[src/rtl/alarm_snooze_ctrl.sv]
// ---------------------------------------------------------------------------
// alarm_snooze_ctrl
//
// Decides when the alarm buzzer sounds. Takes the live time and the alarm
// setting registers and adds snooze, dismiss, ring timeout and a snooze limit
// on top of the raw alarm match. Clocked by the 1 Hz pulse that drives the
// time counters, so one clk cycle is one second.
//
// Ports:
//   clk       in   1  1 Hz pulse clock
//   rst       in   1  synchronous, active-high reset
//   tsec      in   7  current seconds 0..59
//   tmin      in   7  current minutes 0..59
//   thrs      in   7  current hours 0..23
//   tdays     in   7  current day 0..ND-1
//   amin      in   7  alarm minutes
//   ahrs      in   7  alarm hours
//   adays     in   7  alarm day 0..ND (ND = every day)
//   alarmon   in   1  alarm armed
//   snooze    in   1  snooze button level
//   dismiss   in   1  dismiss button level
//   buzz      out  1  buzzer drive (registered, high while ringing)
//   snoozing  out  1  high while snoozing (registered)
//   snz_cnt   out  4  snoozes used in the current alarm event
// ---------------------------------------------------------------------------
module alarm_snooze_ctrl #(
  parameter int unsigned SNOOZE_S = 540,
  parameter int unsigned RING_S   = 60,
  parameter int unsigned MAX_SNZ  = 3,
  parameter int unsigned ND       = 7
) (
  input  logic       clk,
  input  logic       rst,
  input  logic [6:0] tsec,
  input  logic [6:0] tmin,
  input  logic [6:0] thrs,
  input  logic [6:0] tdays,
  input  logic [6:0] amin,
  input  logic [6:0] ahrs,
  input  logic [6:0] adays,
  input  logic       alarmon,
  input  logic       snooze,
  input  logic       dismiss,
  output logic       buzz,
  output logic       snoozing,
  output logic [3:0] snz_cnt
);

  // Timer widths; kept at least one bit wide so degenerate parameters still elaborate.
  localparam int unsigned SW = (SNOOZE_S > 1) ? $clog2(SNOOZE_S) : 1;
  localparam int unsigned RW = (RING_S > 1) ? $clog2(RING_S) : 1;

  localparam logic [SW-1:0] SNZ_LOAD  = SW'(SNOOZE_S - 1);
  localparam logic [RW-1:0] RING_LAST = RW'(RING_S - 1);
  localparam logic [3:0]    SNZ_MAX   = 4'(MAX_SNZ);
  localparam logic [6:0]    DAILY     = 7'(ND);

  typedef enum logic [1:0] {
    StIdle,
    StRing,
    StSnooze
  } state_e;

  state_e          r_state;
  logic [RW-1:0]   r_ring_tmr;
  logic [SW-1:0]   r_snz_tmr;
  logic [3:0]      r_snz_cnt;
  logic            r_buzz;
  logic            r_snoozing;

  logic w_day_ok;
  logic w_match;
  logic w_ring_end;
  logic w_snz_end;
  logic w_limit;

  // Requiring tsec == 0 makes the match a single-cycle event per matching minute.
  assign w_day_ok   = (adays == DAILY) || (tdays == adays);
  assign w_match    = alarmon && (tsec == 7'd0) && (tmin == amin) && (thrs == ahrs) && w_day_ok;

  // Ring stretch ends on a snooze press or after RING_S buzzing cycles.
  assign w_ring_end = snooze || (r_ring_tmr == RING_LAST);
  assign w_snz_end  = (r_snz_tmr == '0);
  assign w_limit    = (r_snz_cnt == SNZ_MAX);

  always_ff @(posedge clk) begin
    if (rst) begin
      r_state    <= StIdle;
      r_ring_tmr <= '0;
      r_snz_tmr  <= '0;
      r_snz_cnt  <= '0;
      r_buzz     <= 1'b0;
      r_snoozing <= 1'b0;
    end else if (!alarmon) begin
      // Disarming aborts any event, whatever the state.
      r_state    <= StIdle;
      r_ring_tmr <= '0;
      r_snz_tmr  <= '0;
      r_snz_cnt  <= '0;
      r_buzz     <= 1'b0;
      r_snoozing <= 1'b0;
    end else begin
      unique case (r_state)
        StIdle: begin
          r_ring_tmr <= '0;
          r_snz_tmr  <= '0;
          r_snz_cnt  <= '0;
          r_snoozing <= 1'b0;
          if (w_match) begin
            r_state <= StRing;
            r_buzz  <= 1'b1;
          end else begin
            r_buzz  <= 1'b0;
          end
        end

        StRing: begin
          if (dismiss) begin
            r_state    <= StIdle;
            r_ring_tmr <= '0;
            r_snz_tmr  <= '0;
            r_snz_cnt  <= '0;
            r_buzz     <= 1'b0;
            r_snoozing <= 1'b0;
          end else if (w_ring_end) begin
            if (w_limit) begin
              // Snooze budget used up: the next snooze request ends the event.
              r_state    <= StIdle;
              r_ring_tmr <= '0;
              r_snz_tmr  <= '0;
              r_snz_cnt  <= '0;
              r_buzz     <= 1'b0;
              r_snoozing <= 1'b0;
            end else begin
              r_state    <= StSnooze;
              r_ring_tmr <= '0;
              r_snz_tmr  <= SNZ_LOAD;
              r_snz_cnt  <= r_snz_cnt + 4'd1;
              r_buzz     <= 1'b0;
              r_snoozing <= 1'b1;
            end
          end else begin
            r_ring_tmr <= r_ring_tmr + RW'(1);
          end
        end

        StSnooze: begin
          // Snooze presses are ignored here, so a held button only acts in RING.
          if (dismiss) begin
            r_state    <= StIdle;
            r_ring_tmr <= '0;
            r_snz_tmr  <= '0;
            r_snz_cnt  <= '0;
            r_buzz     <= 1'b0;
            r_snoozing <= 1'b0;
          end else if (w_snz_end) begin
            r_state    <= StRing;
            r_ring_tmr <= '0;
            r_buzz     <= 1'b1;
            r_snoozing <= 1'b0;
          end else begin
            r_snz_tmr  <= r_snz_tmr - SW'(1);
          end
        end

        default: begin
          r_state    <= StIdle;
          r_ring_tmr <= '0;
          r_snz_tmr  <= '0;
          r_snz_cnt  <= '0;
          r_buzz     <= 1'b0;
          r_snoozing <= 1'b0;
        end
      endcase
    end
  end

  assign buzz     = r_buzz;
  assign snoozing = r_snoozing;
  assign snz_cnt  = r_snz_cnt;

endmodule

[config.mk]
export PLATFORM = sky130hd
export DESIGN_NAME = alarm_snooze_ctrl
export DESIGN_NICKNAME = d
export VERILOG_FILES = /design/src/rtl/alarm_snooze_ctrl.sv
export SDC_FILE = /design/constraint.sdc
export NUM_CORES = 1
export LEC_CHECK = 0
export CAP_MARGIN = 20
export CORE_MARGIN = 5
export CORE_UTILIZATION = 30
export CTS_CLUSTER_SIZE = 16
export DETAILED_ROUTE_END_ITERATION = 6
export HOLD_SLACK_MARGIN = 0.06
export PLACE_DENSITY = 0.63
export SYNTH_ARGS = -nofsm -noshare
export SYNTH_HDL_FRONTEND = slang
export SYNTH_SLANG_ARGS = --single-unit
[constraint.sdc]
create_clock -name clk -period 4.46 [get_ports clk]
set_input_delay 0.892 -clock clk [delete_from_list [all_inputs] [get_ports clk]]
set_output_delay 0.892 -clock clk [all_outputs]
set_load 0.01 [all_outputs]
# Word-level counts from Yosys, hierarchy flattened
# Index checks and enable logic that the tools add are counted.
classes:
  reduce_logical: 14
  shifts: 0
  mul: 0
  order_cmp: 0
  n_div: 0
  mux: 35
  bitwise: 1
  eq_ne: 13
  addsub: 3
ops:
  columns: ["cell", "n"]
  rows:
  - ["10-bit 2-to-1 mux", 5]
  - ["6-bit 2-to-1 mux", 4]
  - ["7-bit equality test", 3]
  - ["10-bit one-hot mux with 2 select lines", 1]
  - ["4-bit 2-to-1 mux", 4]
  - ["2-bit 2-to-1 mux", 6]
  - ["6-bit one-hot mux with 2 select lines", 1]
  - ["10-bit logical NOT", 1]
  - ["1-bit 2-to-1 mux", 10]
  - ["10-bit by 1-bit subtractor with 10-bit output, second input constant", 1]
  - ["3-bit inequality test, second input constant", 3]
  - ["4-bit one-hot mux with 2 select lines", 1]
  - ["7-bit by 3-bit equality test with 1-bit output, second input constant", 1]
  - ["7-bit logical NOT", 1]
  - ["6-bit by 1-bit adder with 6-bit output, second input constant", 1]
  - ["6-bit equality test, second input constant", 1]
  - ["2-bit one-hot mux with 3 select lines", 1]
  - ["2-bit AND reduction", 3]
  - ["4-bit by 1-bit adder with 4-bit output, second input constant", 1]
  - ["4-bit by 2-bit equality test with 1-bit output, second input constant", 1]
  - ["1-bit logical AND", 4]
  - ["2-bit inequality test, second input constant", 2]
  - ["1-bit one-hot mux with 3 select lines", 1]
  - ["3-bit AND reduction", 1]
  - ["other kinds (7)", 8]
totals:
  mem_count: 0
  latch_bits: 0
  rom_bits: 0
  output_inout_bits: 6
  mem_bits_rw: 0
  inputBits: 54
  regBits: 24
  elab_cells: 72

# Longest topological paths before layout
# Gate-level depths: netlist of the first run.
logic_depth:
  depth_word: 7
  ltp_mapped: 9
  mapped_depth_nobuf: 8

# Worst setup path after synthesis of the first run
# Ideal clock, no wire load.
synth_timing:
  kind: "input port to flip-flop"
  startpoint: "in dismiss"
  endpoint: "reg r_snz_tmr[7]"
  n_path_buf: 0
  setup_ns: 0.128
  t_required_ns: 4.332
  t_arrival_ns: 2.190
  path_stages: 6
  path_slack_ns: 2.143
  path_cell_list: "nand2b_1 a211oi_1 a21oi_1 and3_1 a32oi_1 nor2_1"
synth_via:
  elab_chain_len: 2
  word_cells_on_any_way: 6
  cone_classes: "eq/ne: 2; mux: 3; reduce/logical: 1"
synth_rtl:
  columns: ["item", "line_no", "source"]
  rows:
  - ["start: declaration", "43", "input logic dismiss,"]
  - ["10-bit 2-to-1 mux (tied with other cells)", "149", "if (dismiss) begin"]
  - ["10-bit one-hot mux with 2 select lines / 2-bit AND reduction (equally long branches)", null, null]
  - ["end signal: assignment", "162", "r_snz_tmr <= r_snz_tmr - SW'(1);"]
  - ["end: declaration", "66", "logic [SW-1:0] r_snz_tmr;"]
# Parallel ways exist; a longest one is shown, timed or not.
# A chain may end at the register's enable or synchronous reset.

# Final worst setup path of the first run
layout_timing:
  startpoint: "in dismiss"
  endpoint: "reg r_snz_tmr[5]"
# The elaborated chain is that of the path after synthesis.

==> results.ini, run 1 <==
[grt]
grt_overflow=0
antenna_found_initial=0
grt_max_degree=18
grt_use_total=0.1290
grt_pass1_wl_um=6858
grt_pass1_vias=1543

[cells_and_area]
final_area_sq_mm=0.002305
nFillCells=535
multi_input_area_sq_mm=0.001049
antennaDiodeCount=0
drive_gt1_frac=0.03937
syn_to_final_growth_pct=47.83
nets=316
seqCellArea_sq_um=480.5

[route]
ant_nets=0
vias=1545
vias_per_cell=4.769
drtPass1Iterations=4
wl_um=4101
wire_per_inst_um=12.66
drc=0
first_iter_violations=61

[logic_synthesis]
synth.yosys.seq_area_share=0.3082
synth_area_leaders=dfxtp_1 31%, xnor2_1 11%, nor2_1 6.0%
syn-num-nets=254
synth-edff-count=0
yosys_warnings=0
synth_cells=193
synth_top_area_share=0.3082
synth_area_sq_mm=0.001559
synth_largest_area_cell=dfxtp_1
synthArstFlopShare=0
synth_ff_type=dfxtp_1
synth_cell_types=39
synth.avg_cell_area_sq_um=8.078
synth-seq-cells=24

[clock_tree]
cts_buffer_depth=2
clkSlewWorstSetupHoldPaths_ns=0.09
cts_tree=yes
ctsResizeCount=0
cts-buffers-inserted=3
worstSkewPairLatency_ns=0.27
h-tree-depth=1
clock_sinks=24
post_cts_buffers=0
cts_root_buf=clkbuf_8
cts_hold_buf=0

[worst_setup_path]
path_class=input pin to flip-flop
worst-path-stages=8
end_kind=flip-flop
arrival_ns=3.00
slowest_stage=a211oi_1
critPathLaunch=dismiss
crit_chain=clkdlybuf4s50_1 > nand2b_1 > a211oi_1 > a21oi_1 > buf_4 > and3_1 > a31oi_1 > a311oi_1
r2r_end=r_snz_tmr[5]$_SDFFE_PP0P_
critPathBufInv=2
r2r_start=r_ring_tmr[0]$_SDFFE_PP0P_
rr_worst_depth=8
reg2reg_slack_ns=2.11
crit_required_ns=4.59
crit_family=compound AO/OA/AOI/OAI gates
max_stage_delay_ns=0.62
crit_path_max_fanout=15
start_kind=input pin
crit_end=r_snz_tmr[5]$_SDFFE_PP0P_

[power_and_ir_drop]
leakage_nw=0.7735
vdd_drop_max_uv=94.41
p_per_area_mw_per_mm2=207.9

[die]
coreArea_sq_mm=0.005075
dieArea_sq_mm=0.006738
fp-row-count=26
die_h_um=82.09
dieWidth_um=82.09
io_pins=60
start_util=0.3072

[timing]
hold_violations=0
finalCritPeriodShare=0.6420
setup_violations=0
fmax_ghz=0.3493
fin_setup_tns_ns=0
maxSlewViolCount=0
max-slew-margin-rel=0.5296
worst_clock_skew_ns=0.006950
tightest_slew_ns=0.7013
grt_setup_unrepaired=false
fin_crit_ns=2.863
whs_ns=0.4803

[min_path]
holdCritPathClass=flip-flop to flip-flop

[place]
place_area_sq_mm=0.002233
portBuffers=59
dp_hpwl_um=3384
gp_congestion=0.7958

[outcome]
status=finished, final reports clean

[job]
maxCapViolations=0

## cells in the final DEF (no fill, tap or decap), types with 2 or more instances in the layout
| cell | count |
|---|---|
| nor2b_1 | 4 |
| nor4b_1 | 2 |
| inv_1 | 5 |
| nand2_1 | 12 |
| a21oi_1 | 12 |
| xnor2_1 | 19 |
| xor2_1 | 7 |
| o211ai_1 | 2 |
| clkbuf_8 | 3 |
| nand2b_1 | 5 |
| a31oi_1 | 2 |
| o21a_1 | 3 |
| a22oi_1 | 4 |
| nor3_1 | 4 |
| or3_1 | 2 |
| ha_1 | 7 |
| o21ai_0 | 17 |
| clkdlybuf4s50_1 | 59 |
| or4_1 | 2 |
| nand4_1 | 9 |
| nand3_1 | 7 |
| dfxtp_1 | 24 |
| nor2_1 | 25 |
## sequential cells by signal, indices dropped and copies added, names as in the netlist
signal      count
buzz            1
r_ring_tmr      6
r_snz_tmr      10
r_state         2
snoozing        1
snz_cnt         4
## metal layers
| layer | up-vias | GRT usage | part of all wire |
|---|---|---|---|
| li1 | 816 | - | - |
| met1 | 700 | 0.1582 | 0.46 |
| met2 | 23 | 0.2237 | 0.49 |
| met3 | 6 | 0.02193 | 0.028 |
| met4 | 0 | 0.04817 | 0.019 |
| met5 | - | 0 | 0 |
## area by class of cell
| type | instances | share of cell area |
|---|---|---|
| clock buffer | 3 | 0.01792 |
| multi-input combinational | 161 | 0.4549 |
| timing repair buffer | 60 | 0.2595 |
| tap | 70 | 0.03800 |
| clock inverter | 1 | 0.01303 |
| inverter | 5 | 0.008143 |
| sequential | 24 | 0.2085 |
## logic make-up after synthesis
| group | after synthesis | synth area share |
|---|---|---|
| flip-flops | 24 | 0.3082 |
| AO/OA/AOI/OAI | 45 | 0.1718 |
| buffers and inverters | 8 | 0.01926 |
| adder cells (fa/ha/maj) | 7 | 0.05618 |
| AND/OR/NAND/NOR | 83 | 0.2986 |
| XOR/XNOR | 26 | 0.1461 |
## where the power goes
group,internal [mW],total (mW),switching [mW]
clock network,0.120,0.191,0.0712
registers,0.214,0.214,0.000000000155
logic,0.0543,0.0740,0.0196
## worst min path at each step
stage | endpoint | from | depth (start not counted) | slack, ns
global route | r_ring_tmr[5]$_SDFFE_PP0P_ | r_ring_tmr[5]$_SDFFE_PP0P_ | 2 | 0.51
finish | snoozing$_SDFFE_PP0P_ | snoozing$_SDFFE_PP0P_ | 2 | 0.48
floorplan | r_ring_tmr[1]$_SDFFE_PP0P_ | r_ring_tmr[1]$_SDFFE_PP0P_ | 2 | 0.45
global placement | snoozing$_SDFFE_PP0P_ | snoozing$_SDFFE_PP0P_ | 2 | 0.45
CTS | snoozing$_SDFFE_PP0P_ | snoozing$_SDFFE_PP0P_ | 2 | 0.48
detailed placement | snoozing$_SDFFE_PP0P_ | snoozing$_SDFFE_PP0P_ | 2 | 0.47
## stage by stage
step	setup WS (ns)	instances	util	power [mW]
after detailed placement	1.328	320	0.4401	0.2937
after global routing	1.354	324	0.4541	0.4989
after CTS	1.612	324	0.4541	0.4841
after floorplan	2.143	193	-	0.2404
after global placement	1.418	320	0.4401	0.2933
final	1.597	324	0.4541	0.4792
## synthesized netlist by cell type, types with 2 or more instances
library cell,n
o211ai_1,2
or4_1,2
nand2b_1,5
clkbuf_1,2
a21oi_1,12
o21ai_0,17
nand2_1,12
nor2b_1,4
nor3_1,4
nand4_1,9
nor4b_1,2
xor2_1,7
a22oi_1,4
inv_1,5
a31oi_1,2
or3_1,2
nand3_1,7
dfxtp_1,24
o21a_1,3
ha_1,7
nor2_1,25
xnor2_1,19
## worst register-to-register path, cell delays in order, from the launching register on
cell      delay (ns)
dfxtp_1         0.34
ha_1            0.23
and4b_1         0.21
a211oi_1        0.62
a21oi_1         0.08
buf_4           0.22
and3_1          0.25
a31oi_1         0.20
a311oi_1        0.06
Note: power is estimated with default switching activity, not from simulation.
==> run 2, diff against run 1 <==
PLACE_DENSITY = 0.66   (was 0.63)
clock period = 2.6 ns   (was 4.46 ns; I/O delays follow)
==> run 2 against run 1 <==
Effect of this change: non-clock buffer count increased by 1; final cell count unchanged; register-to-register slack lost 1.8 ns; design area shrank 0.98%; worst hold slack got worse by 0.0021 ns; largest power group unchanged; via count increased by 1.6%; routed wire length fell by 3.0%; flip-flop and latch count unchanged; power is 48% higher; first-iteration DRC count increased by 8.2%.
==> results.ini, run 2 (synthesis results as in run 1) <==
[clock_tree]
cts_hold_buf=0
cts_tree=yes
worstSkewPairLatency_ns=0.27
h-tree-depth=1
cts_root_buf=clkbuf_8
clock_sinks=24
cts-buffers-inserted=3
cts_buffer_depth=2
post_cts_buffers=0
clkSlewWorstSetupHoldPaths_ns=0.08
ctsResizeCount=0

[grt]
grt_pass1_vias=1589
antenna_found_initial=0
grt_pass1_wl_um=6872
grt_max_degree=18
grt_use_total=0.1277
grt_overflow=0

[cells_and_area]
antennaDiodeCount=0
nets=317
regMostFlops=r_snz_tmr
nFillCells=524
drive_gt1_frac=0.03937
final_area_sq_mm=0.002282
final_cell_mix=59 x clkdlybuf4s50_1, 25 x nor2_1, 24 x dfxtp_1, 19 x xnor2_1, 17 x o21ai_0
largest_reg_flops=10
final_common_cell=clkdlybuf4s50_1
syn_to_final_growth_pct=46.39

[power_and_ir_drop]
leakage_nw=0.7649
vdd_drop_max_uv=187.9
p_per_area_mw_per_mm2=311.8

[timing]
maxSlewViolCount=0
grt_setup_unrepaired=false
fmax_ghz=0.4277
finalCritPeriodShare=0.8993
whs_ns=0.4783
fin_crit_ns=2.338
fin_setup_tns_ns=0
setup_violations=0
hold_violations=0
tightest_slew_ns=0.7060
max-slew-margin-rel=0.5293
worst_clock_skew_ns=0.005628

[place]
portBuffers=59
place_area_sq_mm=0.002241
dp_hpwl_um=3338
gp_congestion=0.7581

[route]
vias_per_cell=4.843
drc=0
wire_per_inst_um=12.28
ant_nets=0
wl_um=3980
drtPass1Iterations=4
vias=1569
first_iter_violations=66

[worst_setup_path]
crit_path_max_fanout=6
rr_worst_depth=8
end_kind=flip-flop
start_kind=flip-flop
path_class=flip-flop to flip-flop
arrival_ns=2.53
reg2reg_slack_ns=0.26
r2r_end=r_state[1]$_SDFFE_PP0P_
r2r_start=r_snz_tmr[0]$_SDFFE_PP0P_
crit_required_ns=2.79

[die]
coreArea_sq_mm=0.005075
start_util=0.3072
fp-row-count=26
dieArea_sq_mm=0.006738
dieWidth_um=82.09
die_h_um=82.09
io_pins=60

[min_path]
holdCritPathClass=flip-flop to flip-flop
whs_endpoint=r_ring_tmr[1]$_SDFFE_PP0P_
hp-start=r_ring_tmr[1]$_SDFFE_PP0P_
whs_path_depth=2

[job]
maxCapViolations=0

[outcome]
status=finished, final reports clean

## run 2: cell types whose count changed in the layout (fill, tap and decap cells not counted), sizes merged
cell    before  now
buf          1    2
bufinv       1    0
## run 2: cell type report
class	instances	area [sq um]	area share
clock buffer	3	41.29	0.01809
inverter	5	18.77	0.008224
multi-input combinational	161	1049	0.4594
sequential	24	480.5	0.2105
tap	70	87.58	0.03838
timing repair buffer	61	605.6	0.2654
## run 2: worst max-delay path by stage
stage	cells past startpoint	to	start
final	8	r_state[1]$_SDFFE_PP0P_	r_snz_tmr[0]$_SDFFE_PP0P_
after detailed placement	7	r_snz_tmr[7]$_SDFFE_PP0P_	dismiss
after global routing	8	r_state[1]$_SDFFE_PP0P_	r_snz_tmr[0]$_SDFFE_PP0P_
after global placement	7	r_state[1]$_SDFFE_PP0P_	alarmon
after floorplan	8	r_state[1]$_SDFFE_PP0P_	r_snz_tmr[0]$_SDFFE_PP0P_
after CTS	8	r_state[1]$_SDFFE_PP0P_	r_snz_tmr[0]$_SDFFE_PP0P_
## run 2: worst max-delay path: stages, from the launching register on
cell	delay, ns
dfxtp_1	0.33
inv_1	0.06
ha_1	0.17
or4b_4	0.52
nor4_4	0.28
or2b_4	0.22
nand2b_4	0.07
or4_1	0.46
a21oi_1	0.14
## run 2: metal layers
metal	GRT usage	vias to the layer above	share of wire
li1	-	818	-
met1	0.1552	719	0.45
met2	0.2334	27	0.51
met3	0.02303	5	0.035
met4	0.02492	0	0.0095
met5	0	-	0
## run 2: power by group
| group | total (mW) | leakage (nW) | internal, mW | switching (mW) |
|---|---|---|---|---|
| Clock | 0.218 | 0.0216 | 0.104 | 0.114 |
| Combinational | 0.126 | 0.550 | 0.0931 | 0.0334 |
| Sequential | 0.367 | 0.193 | 0.367 | 0.000000000245 |
| Total | 0.712 | 0.765 | 0.564 | 0.148 |
## run 2: per-stage QoR
step	power [mW]	cells	setup slack (ns)	utilization
finish	0.7115	324	0.2617	0.4497
global route	0.7428	324	0.1046	0.4497
CTS	0.7258	324	0.2620	0.4497
detailed placement	0.5039	321	0.07708	0.4416
global placement	0.5025	321	0.1268	0.4416
floorplan	0.4124	193	0.4245	-
==> run 3, diff against run 2 <==
CTS_CLUSTER_DIAMETER = 200   (was default)
SKIP_CTS_REPAIR_TIMING = 1   (was default)
==> results of run 3 <==
Final layout, timing and power as in run 2 (identical DEF).
